**config.mk**
```make
export PLATFORM = sky130hd
export DESIGN_NAME = counter_cmd_ctrl
export DESIGN_NICKNAME = d
export VERILOG_FILES = /design/src/rtl/counter_cmd_ctrl.sv
export SDC_FILE = /design/constraint.sdc
export NUM_CORES = 1
export LEC_CHECK = 0
export BUFFER_PORTS_ARGS = -buffer_cell sky130_fd_sc_hd__clkbuf_2
export CAP_MARGIN = 30
export CELL_PAD_IN_SITES_DETAIL_PLACEMENT = 1
export CELL_PAD_IN_SITES_GLOBAL_PLACEMENT = 1
export CORE_AREA = 2 2 39 41
export CTS_CLUSTER_DIAMETER = 100
export DETAILED_ROUTE_END_ITERATION = 7
export DIE_AREA = 0 0 41 43
export GPL_ROUTABILITY_DRIVEN = 0
export PLACE_DENSITY = 0.48
export SYNTH_ARGS = -nofsm -noshare
export SYNTH_HDL_FRONTEND = slang
export SYNTH_SLANG_ARGS = --single-unit
```
**constraint.sdc**
```tcl
create_clock -name clk -period 2.3 [get_ports clk]
set_clock_uncertainty 0.15 [all_clocks]
set_input_delay 0.46 -clock clk [delete_from_list [all_inputs] [get_ports clk]]
set_output_delay 0.46 -clock clk [all_outputs]
set_load 0.03 [all_outputs]
```
**src/rtl/counter_cmd_ctrl.sv**
```systemverilog
`default_nettype none
// ============================================================================
// Module  : counter_cmd_ctrl
// Purpose : Turns debounced button levels into one-cycle enable/up/load strobes
//           for the up/down/load counter, with arbitration and saturation.
//           Auto-repeat of a held up/down key is built only when the macro
//           COUNTER_CMD_AUTOREPEAT_EN is defined.
// Revision: 1.0 - initial release
// ============================================================================
module counter_cmd_ctrl #(
  parameter int BITS          = 8,
  parameter int WRAP          = 1,
  parameter int HOLD_CYCLES   = 50000000,
  parameter int REPEAT_CYCLES = 10000000
) (
  input  logic            clk,
  input  logic            rst,
  input  logic            up_req,
  input  logic            down_req,
  input  logic            load_req,
  input  logic [BITS-1:0] count_q,
  output logic            cnt_en,
  output logic            cnt_up,
  output logic            cnt_load,
  output logic            sat_hit,
  output logic            repeat_active
);

  localparam logic [BITS-1:0] COUNT_MAX = '1;

  if (HOLD_CYCLES < 2 || REPEAT_CYCLES < 1 || BITS < 1) begin : g_cfg_check
    $error("counter_cmd_ctrl: illegal parameter set");
  end

  logic up_q, down_q, load_q;
  logic up_rise, down_rise, load_rise;

  // Last-sample registers reset high so a key held through reset is ignored.
  always_ff @(posedge clk or posedge rst) begin
    if (rst) begin
      up_q   <= 1'b1;
      down_q <= 1'b1;
      load_q <= 1'b1;
    end else begin
      up_q   <= up_req;
      down_q <= down_req;
      load_q <= load_req;
    end
  end

  assign up_rise   = up_req   & ~up_q;
  assign down_rise = down_req & ~down_q;
  assign load_rise = load_req & ~load_q;

  logic step_req, step_dir, load_go, rep_d;

`ifdef COUNTER_CMD_AUTOREPEAT_EN
  localparam int TMR_MAX = (HOLD_CYCLES > REPEAT_CYCLES) ? HOLD_CYCLES : REPEAT_CYCLES;
  localparam int TW      = $clog2(TMR_MAX);
  localparam logic [TW-1:0] HOLD_LAST   = TW'(HOLD_CYCLES - 1);
  localparam logic [TW-1:0] REPEAT_LAST = TW'(REPEAT_CYCLES - 1);

  typedef enum logic [1:0] {
    IDLE   = 2'd0,
    HOLD   = 2'd1,
    REPEAT = 2'd2
  } state_t;

  state_t        state, state_n;
  logic          dir, dir_n;
  logic [TW-1:0] timer, timer_n;
  logic          key_lost;

  always_ff @(posedge clk or posedge rst) begin
    if (rst) begin
      state <= IDLE;
      dir   <= 1'b0;
      timer <= '0;
    end else begin
      state <= state_n;
      dir   <= dir_n;
      timer <= timer_n;
    end
  end

  assign key_lost = dir ? (~up_req | down_req) : (~down_req | up_req);

  always_comb begin
    state_n  = state;
    dir_n    = dir;
    timer_n  = timer;
    step_req = 1'b0;
    step_dir = dir;
    load_go  = 1'b0;
    case (state)
      IDLE: begin
        if (load_rise) begin
          load_go = 1'b1;
        end else if (up_rise ^ down_rise) begin
          step_req = 1'b1;
          step_dir = up_rise;
          dir_n    = up_rise;
          state_n  = HOLD;
          timer_n  = '0;
        end
      end
      HOLD: begin
        if (load_rise || key_lost) begin
          load_go = load_rise;
          state_n = IDLE;
          timer_n = '0;
        end else if (timer == HOLD_LAST) begin
          step_req = 1'b1;
          state_n  = REPEAT;
          timer_n  = '0;
        end else begin
          timer_n = timer + TW'(1);
        end
      end
      REPEAT: begin
        if (load_rise || key_lost) begin
          load_go = load_rise;
          state_n = IDLE;
          timer_n = '0;
        end else if (timer == REPEAT_LAST) begin
          step_req = 1'b1;
          timer_n  = '0;
        end else begin
          timer_n = timer + TW'(1);
        end
      end
      default: begin
        state_n = IDLE;
        timer_n = '0;
      end
    endcase
    rep_d = (state_n == REPEAT);
  end
`else
  always_comb begin
    load_go  = load_rise;
    step_req = ~load_rise & (up_rise ^ down_rise);
    step_dir = up_rise;
    rep_d    = 1'b0;
  end
`endif

  logic at_limit, suppress;
  logic en_d, up_d, load_d, sat_d;

  always_comb begin
    at_limit = step_dir ? (count_q == COUNT_MAX) : (count_q == '0);
    suppress = (WRAP == 0) && step_req && at_limit;
    en_d     = load_go | (step_req & ~suppress);
    up_d     = step_req & ~suppress & step_dir;
    load_d   = load_go;
    sat_d    = step_req & suppress;
  end

  always_ff @(posedge clk or posedge rst) begin
    if (rst) begin
      cnt_en        <= 1'b0;
      cnt_up        <= 1'b0;
      cnt_load      <= 1'b0;
      sat_hit       <= 1'b0;
      repeat_active <= 1'b0;
    end else begin
      cnt_en        <= en_d;
      cnt_up        <= up_d;
      cnt_load      <= load_d;
      sat_hit       <= sat_d;
      repeat_active <= rep_d;
    end
  end

endmodule
`default_nettype wire

```
=== Yosys cells after proc, flatten, opt, wreduce, memory -nomap -nowiden ===
Cells that the tools add are included.

* Flip-flop bits (word level): 6
* Input port bits: 13
* Output and inout port bits: 5
* Logic and storage cells: 17

* Bitwise operators: 11

{| class="wikitable"
|+ Operators by type and width
! cell !! number
|-
| 1-bit AND || 5
|-
| 1-bit inverter || 4
|-
| 1-bit bitwise OR || 1
|-
| 1-bit bitwise XOR || 1
|}

=== Depth between registers and ports, before layout ===
Gate-level depths: netlist of run 1.

* Word-level depth: 5
* Mapped depth: 3
* Mapped depth without buffers: 3

=== Worst setup path before layout of run 1 ===
OpenSTA, ideal clock, no wires.

* Kind: register to register
* From: register up_q
* To: register cnt_en
* Setup time: 121 ps
* Arrival time: 862 ps
* Required time: 2029 ps
* Slack: 1167 ps
* Cell stages (with the launch flop): 4
* Path buffers: 0
* Period minus slack after synthesis: 1133 ps
* Path through: dfstp_2 -> and2b_1 -> xnor2_1 -> nand2b_1

* Longest elaborated chain between the ends: 5

{| class="wikitable"
|+ RTL lines
! element !! line !! text
|-
| start: declaration || 35 || <nowiki>logic up_q, down_q, load_q;</nowiki>
|-
| start signal: assignment || 45 || <nowiki>up_q <= up_req;</nowiki>
|-
| 1-bit inverter || 51 || <nowiki>assign up_rise = up_req & ~up_q;</nowiki>
|-
| 1-bit AND || 51 ||
|-
| 1-bit bitwise XOR || 142 || <nowiki>step_req = ~load_rise & (up_rise ^ down_rise);</nowiki>
|-
| 1-bit AND || 142 ||
|-
| 1-bit bitwise OR || 154 || <nowiki>en_d = load_go | (step_req & ~suppress);</nowiki>
|-
| named net en_d || 149 || <nowiki>logic en_d, up_d, load_d, sat_d;</nowiki>
|-
| end signal: assignment || 168 || <nowiki>cnt_en <= en_d;</nowiki>
|-
| end: declaration || 22 || <nowiki>output logic cnt_en,</nowiki>
|}

The timed path passes the listed nets, and every way through them passes these cells.

=== Worst setup path in the final report of run 1 ===
* From: register cnt_load
* To: output cnt_load

{| class="wikitable"
|+ RTL lines
! element !! line !! text
|-
| start: declaration || 24 || <nowiki>output logic cnt_load,</nowiki>
|-
| start signal: assignment || 170 || <nowiki>cnt_load <= load_d;</nowiki>
|}

No word-level cell between the ends.

==> results.tsv, run 1 <==
stage	metric	value	unit
sta	final hold slack	0.159	ns
clock_network	clock transition at the registers of the reported paths	0.05	ns
setup_path	r2r startpoint	up_q	
setup_path	critical path class	register to primary output	
setup_path	critical path's slowest cell	dfrtp_1	
floorplan	die height	43	um
floorplan	row count	14	
finish	fill count	169	
floorplan	die area	1760	sq um
routing	via count	139	
floorplan	Die Width	41	um
setup_path	R2R depth	3	
sta	fin crit share	60.4	%
setup_path	Buf+Inv Stages, Crit Path	1	
sta	final setup fails	0	
setup_path	CP cell instances	clkbuf_2	
clock_network	CTS tree	yes	
synthesis	Post-Synth XOR/XNOR Area	3.87	%
setup_path	CP top delay family	flip-flops	
sta	final slew viol count	0	
worst_hold_path	Hold Path Class	primary input to register	
clock_network	H-tree levels	1	
setup_path	Crit path required time	1.69	ns
placement	number of buffers added on ports	7	
clock_network	Clock Path Buffers	2	
synthesis	Syn Inst Count	16	
setup_path	CP Data Arrival Time	0.78	ns
routing	DRC Markers	0	
power	PwrDens	803	nW/um^2
grt	number of global-route vias before repair	160	
clock_network	CTS root buffer	clkbuf_4	
setup_path	Crit. Startpoint	cnt_load	
power	Worst IR Drop VDD	0.148	mV
grt	grt ovf	0	
synthesis	Adder-Cell Fraction of Synth Area	0	%
synthesis	register area share after synthesis	68.0	%
routing	final wirelength	328	um
placement	HPWL after DPL	268	um
synthesis	Yosys reg bits	6	
routing	Pre-antenna DRT Iters	1	
setup_path	r2r endpoint	cnt_en	
sta	final hold vios	0	
grt	first-pass GRT wire length	614	um
setup_path	CP max stage delay	0.36	ns
worst_hold_path	Hold Path Origin	load_req	
setup_path	R2R Setup Slk	1.14	ns
finish	layout cells sized above 1	55.6	%
sta	final critical-path required period	1.39	ns
clock_network	post-CTS setup buffer count	0	
finish	commonest non-fill, non-tap cells in the layout	7 x clkbuf_2, 3 x clkbuf_4, 3 x dfrtp_1, 3 x dfstp_2, 2 x conb_1	
synthesis	post-synthesis area per instance	14.2	sq um
sta	unrepaired setup endpoints after global routing	false	
finish	Final #Nets	41	
clock_network	# clock sinks	6	
setup_path	crit-path max FO	1	
worst_hold_path	Hold EP	load_q	
synthesis	post-synthesis simple-gate area fraction	18.2	%
run_status	outcome	finished clean	
routing	DR WL/cell	7.63	um
synthesis	largest family of logic cells by synthesized area	simple AND/OR/NAND/NOR gates	
floorplan	Placeable Area	1380	sq um
synthesis	Synth Area in Compound Gates	0	%
routing	Final ANT Viol Nets	0	
synthesis	Unique masters post-synth	11	
routing	Via-to-Cell Ratio	3.23	
synthesis	synthesis warning total	0	
finish	# diodes	0	
setup_path	CP Launch Type	register	
floorplan	I/O pins	18	
setup_path	Worst Setup End Kind	primary output	
power	leakage	0.150	nW
worst_hold_path	worst hold stages	1	
finish	commonest non-fill, non-tap cell in the layout	clkbuf_2	
routing	initial DRC count	0	
clock_network	worst skew pair latency	0.24	ns
grt	Total GRT Usage	6.06	%
floorplan	initial core utilization	16.4	%
sta	setup TNS	0	ns
grt	initial antenna violation count	0	
clock_network	Inserted Clock Buffers	3	
finish	Layout area overhead	35.4	%
grt	pin count of the biggest net entering global routing	7	
flow_run	Max Cap Violations	0	
finish	Final Util	22.2	%
synthesis	Netlist Area Pre-Place	226	sq um
synthesis	post-synthesis mux area share	0	%
sta	FMAX	720	MHz
how the worst max path moves through the flow:
stage                          end  slack, ns  cells past startpoint
after detailed placement    cnt_en       1.09                      4
after global routing      cnt_load       0.87                      1
after floorplan             cnt_en       1.17                      3
after global placement      cnt_en       1.09                      4
final                     cnt_load       0.91                      1
after CTS                 cnt_load       0.90                      1
power breakdown:
group	switching [W]	leakage [nW]	internal, W
sequential	0.00000168	0.0693	0.000114
clock	0.0000349	0.0150	0.0000655
combinational	0.0000194	0.0654	0.0000103
sequential cells by signal, indices dropped and copies added, names as in the netlist:
register and cells:
cnt_en 1, cnt_load 1, cnt_up 1, down_q 1
load_q 1, up_q 1
cells in the mapped netlist:
library cell	number	area (sq um)
nor2b_2	1	8.76
nand2b_1	1	6.26
nor2b_1	1	6.26
conb_1	1	3.75
xnor2_1	1	8.76
inv_1	1	3.75
dfstp_2	3	78.8
buf_4	2	15.0
nor3b_2	1	12.5
dfrtp_1	3	75.1
and2b_1	1	7.51
area by class of cell:
class,instances,area (sq um),area share [%]
Multi-Input combinational cell,8,57.6,18.8
Timing Repair Buffer,8,45.0,14.7
Tap cell,16,20.0,6.53
Clock buffer,4,26.3,8.57
Sequential cell,6,154,50.2
Inverter,1,3.75,1.22
cells by family (layout without fill, tap and decap cells):
logic type             after synthesis  count (layout)
XOR/XNOR                             1               1
buffers and inverters                3              13
flip-flops                           6               6
AND/OR/NAND/NOR                      5               5
other                                1               2
routing by layer:
metal | track usage (%) | part of all wire, % | up-vias
li1 | - | - | 66
met5 | 0 | 0 | -
met4 | 10.0 | 5.8 | 0
met2 | 8.75 | 66 | 5
met1 | 3.61 | 23 | 66
met3 | 3.14 | 4.6 | 2
what timing repair did:
item,CTS,global route
hold buffers,1,0
gates resized for setup,0,0
endpoints found under the hold margin,3,0
stage by stage:
step / total power (W) / std cells / instance area [sq um] / worst slack [ns]
6_report: 0.000246 / 43 / 307 / 0.912
3_3_place_gp: 0.000146 / 38 / 270 / 1.09
5_1_grt: 0.000266 / 43 / 307 / 0.873
3_5_place_dp: 0.000146 / 38 / 270 / 1.09
2_1_floorplan: 0.000140 / 17 / 230 / 1.17
4_1_cts: 0.000251 / 43 / 307 / 0.899
Power figures use the tool's default switching activity.
==> inputs of run 2 (changes only) <==
- clock period: 2.3 -> 1.3 ns (I/O delays scaled with it)
==> run 2 against run 1 <==
  * Worst setup slack worse by 0.83 ns
  * Largest cell class unchanged
  * Die area unchanged
  * Utilization increased by 2.2 points
  * Non-clock buffer count up 3
  * Count of clock-buffer cells in the layout did not move
  * Sequential cell count did not move
  * First-iteration DRC count unchanged
  * Critical path depth rose by 3
  * Sequential share of layout area decreased by 4.5 points
  * Hold slack better by 0.084 ns
  * Clock power increased by 78%
==> results.tsv, run 2 (synthesis results as in run 1) <==
stage	metric	value	unit
finish	fill count	166	
grt	Global Route met2 Usage	9.38	%
floorplan	Die Width	41	um
placement	pre-CTS WS	0.125	ns
routing	Pre-antenna DRT Iters	1	
routing	Final ANT Viol Nets	0	
routing	final wirelength	363	um
floorplan	Placeable Area	1380	sq um
sta	FMAX	822	MHz
routing	initial DRC count	0	
sta	final critical-path required period	1.22	ns
setup_path	critical path class	primary input to register	
finish	commonest non-fill, non-tap cells in the layout	7 x clkbuf_2, 4 x dlygate4sd3_1, 3 x clkbuf_4, 3 x dfrtp_1, 3 x dfstp_2	
sta	fin crit share	93.5	%
grt	initial antenna violation count	0	
grt	pin count of the biggest net entering global routing	7	
sta	final hold vios	0	
finish	Final #Nets	44	
sta	unrepaired setup endpoints after global routing	false	
finish	# diodes	0	
clock_network	Inserted Clock Buffers	3	
grt	Top Usage Layer GRT	met4	
sta	setup TNS	0	ns
routing	Via-to-Cell Ratio	3.24	
clock_network	Clock Path Buffers	2	
clock_network	CTS root buffer	clkbuf_4	
grt	met1 usage	4.59	%
sta	worst setup slack after layout	0.0839	ns
clock_network	# hold bufs at CTS	4	
floorplan	I/O pins	18	
clock_network	CTS tree	yes	
finish	Final Util	24.3	%
floorplan	initial core utilization	16.4	%
finish	Layout area overhead	48.6	%
routing	DRC Markers	0	
clock_network	worst skew pair latency	0.24	ns
run_status	outcome	finished clean	
clock_network	post-CTS setup buffer count	0	
setup_path	Crit path required time	1.26	ns
worst_hold_path	Hold Path Class	primary input to register	
floorplan	die area	1760	sq um
clock_network	# clock sinks	6	
setup_path	CP Launch Type	primary input	
placement	number of buffers added on ports	7	
grt	Total GRT Usage	6.57	%
routing	DR WL/cell	7.89	um
placement	HPWL after DPL	268	um
grt	first-pass GRT wire length	676	um
sta	final slew viol count	0	
floorplan	die height	43	um
power	PwrDens	1320	nW/um^2
flow_run	Max Cap Violations	0	
setup_path	CP Data Arrival Time	1.18	ns
routing	via count	149	
setup_path	Worst Setup End Kind	register	
grt	met3 GRT Util	3.14	%
clock_network	post-cts sizing count	0	
setup_path	crit-path max FO	3	
grt	number of global-route vias before repair	169	
floorplan	row count	14	
grt	grt ovf	0	
setup_path	R2R Setup Slk	0.14	ns
finish	commonest non-fill, non-tap cell in the layout	clkbuf_2	
sta	final setup fails	0	
power	total power after layout	0.000443	W
finish	layout cells sized above 1	50.0	%
clock_network	H-tree levels	1	
clock_network	clock transition at the registers of the reported paths	0.04	ns
power	Worst IR Drop VDD	0.273	mV
power	leakage	0.162	nW
## run 2: cell count changes in the layout (fill, tap and decap cells not counted), sizes merged
cell | previous run | this run
dlygate4sd3 | 1 | 4
## run 2: per-stage QoR
| stage | std cells | hold slack, ns | instance area, sq um |
|---|---|---|---|
| finish | 46 | 0.244 | 337 |
| global route | 46 | 0.244 | 337 |
| CTS | 46 | 0.242 | 337 |
| detailed placement | 38 | 0.0140 | 270 |
| global placement | 38 | 0.00631 | 270 |
| floorplan | 17 | -0.101 | 230 |
## run 2: where the power goes
part	total, W	switching [W]	internal (W)	leakage (nW)
logic	0.0000598	0.0000356	0.0000242	0.0779
clock network	0.000178	0.0000625	0.000116	0.0150
registers	0.000205	0.00000302	0.000202	0.0693
## run 2: critical path, stage by stage
cell and delay, ns:
dlygate4sd3_1 0.53, clkbuf_2 0.10, nor2b_1 0.22, nor3b_2 0.07
## run 2: layout make-up
cell class,instances,area [sq um],area share (%)
repair buffers,11,75.1,22.3
clock buffers,4,26.3,7.81
flip-flops and latches,6,154,45.7
inverters,1,3.75,1.12
well taps,16,20.0,5.95
multi-input cells,8,57.6,17.1
## run 2: final timing paths
kind / from / to / depth (start not counted)
max in group asynchronous: rst / up_q / 3
hold reg to reg: down_q / cnt_up / 2
setup / recovery: load_req / cnt_up / 4
setup reg to reg: up_q / cnt_en / 3
min in group asynchronous: rst / cnt_load / 3
hold / removal: down_req / cnt_up / 3
## run 2: per-layer routing
metal,up-vias,routed length [um]
met2,5,243
li1,71,-
met3,2,15
met5,-,0
met4,0,19
met1,71,84
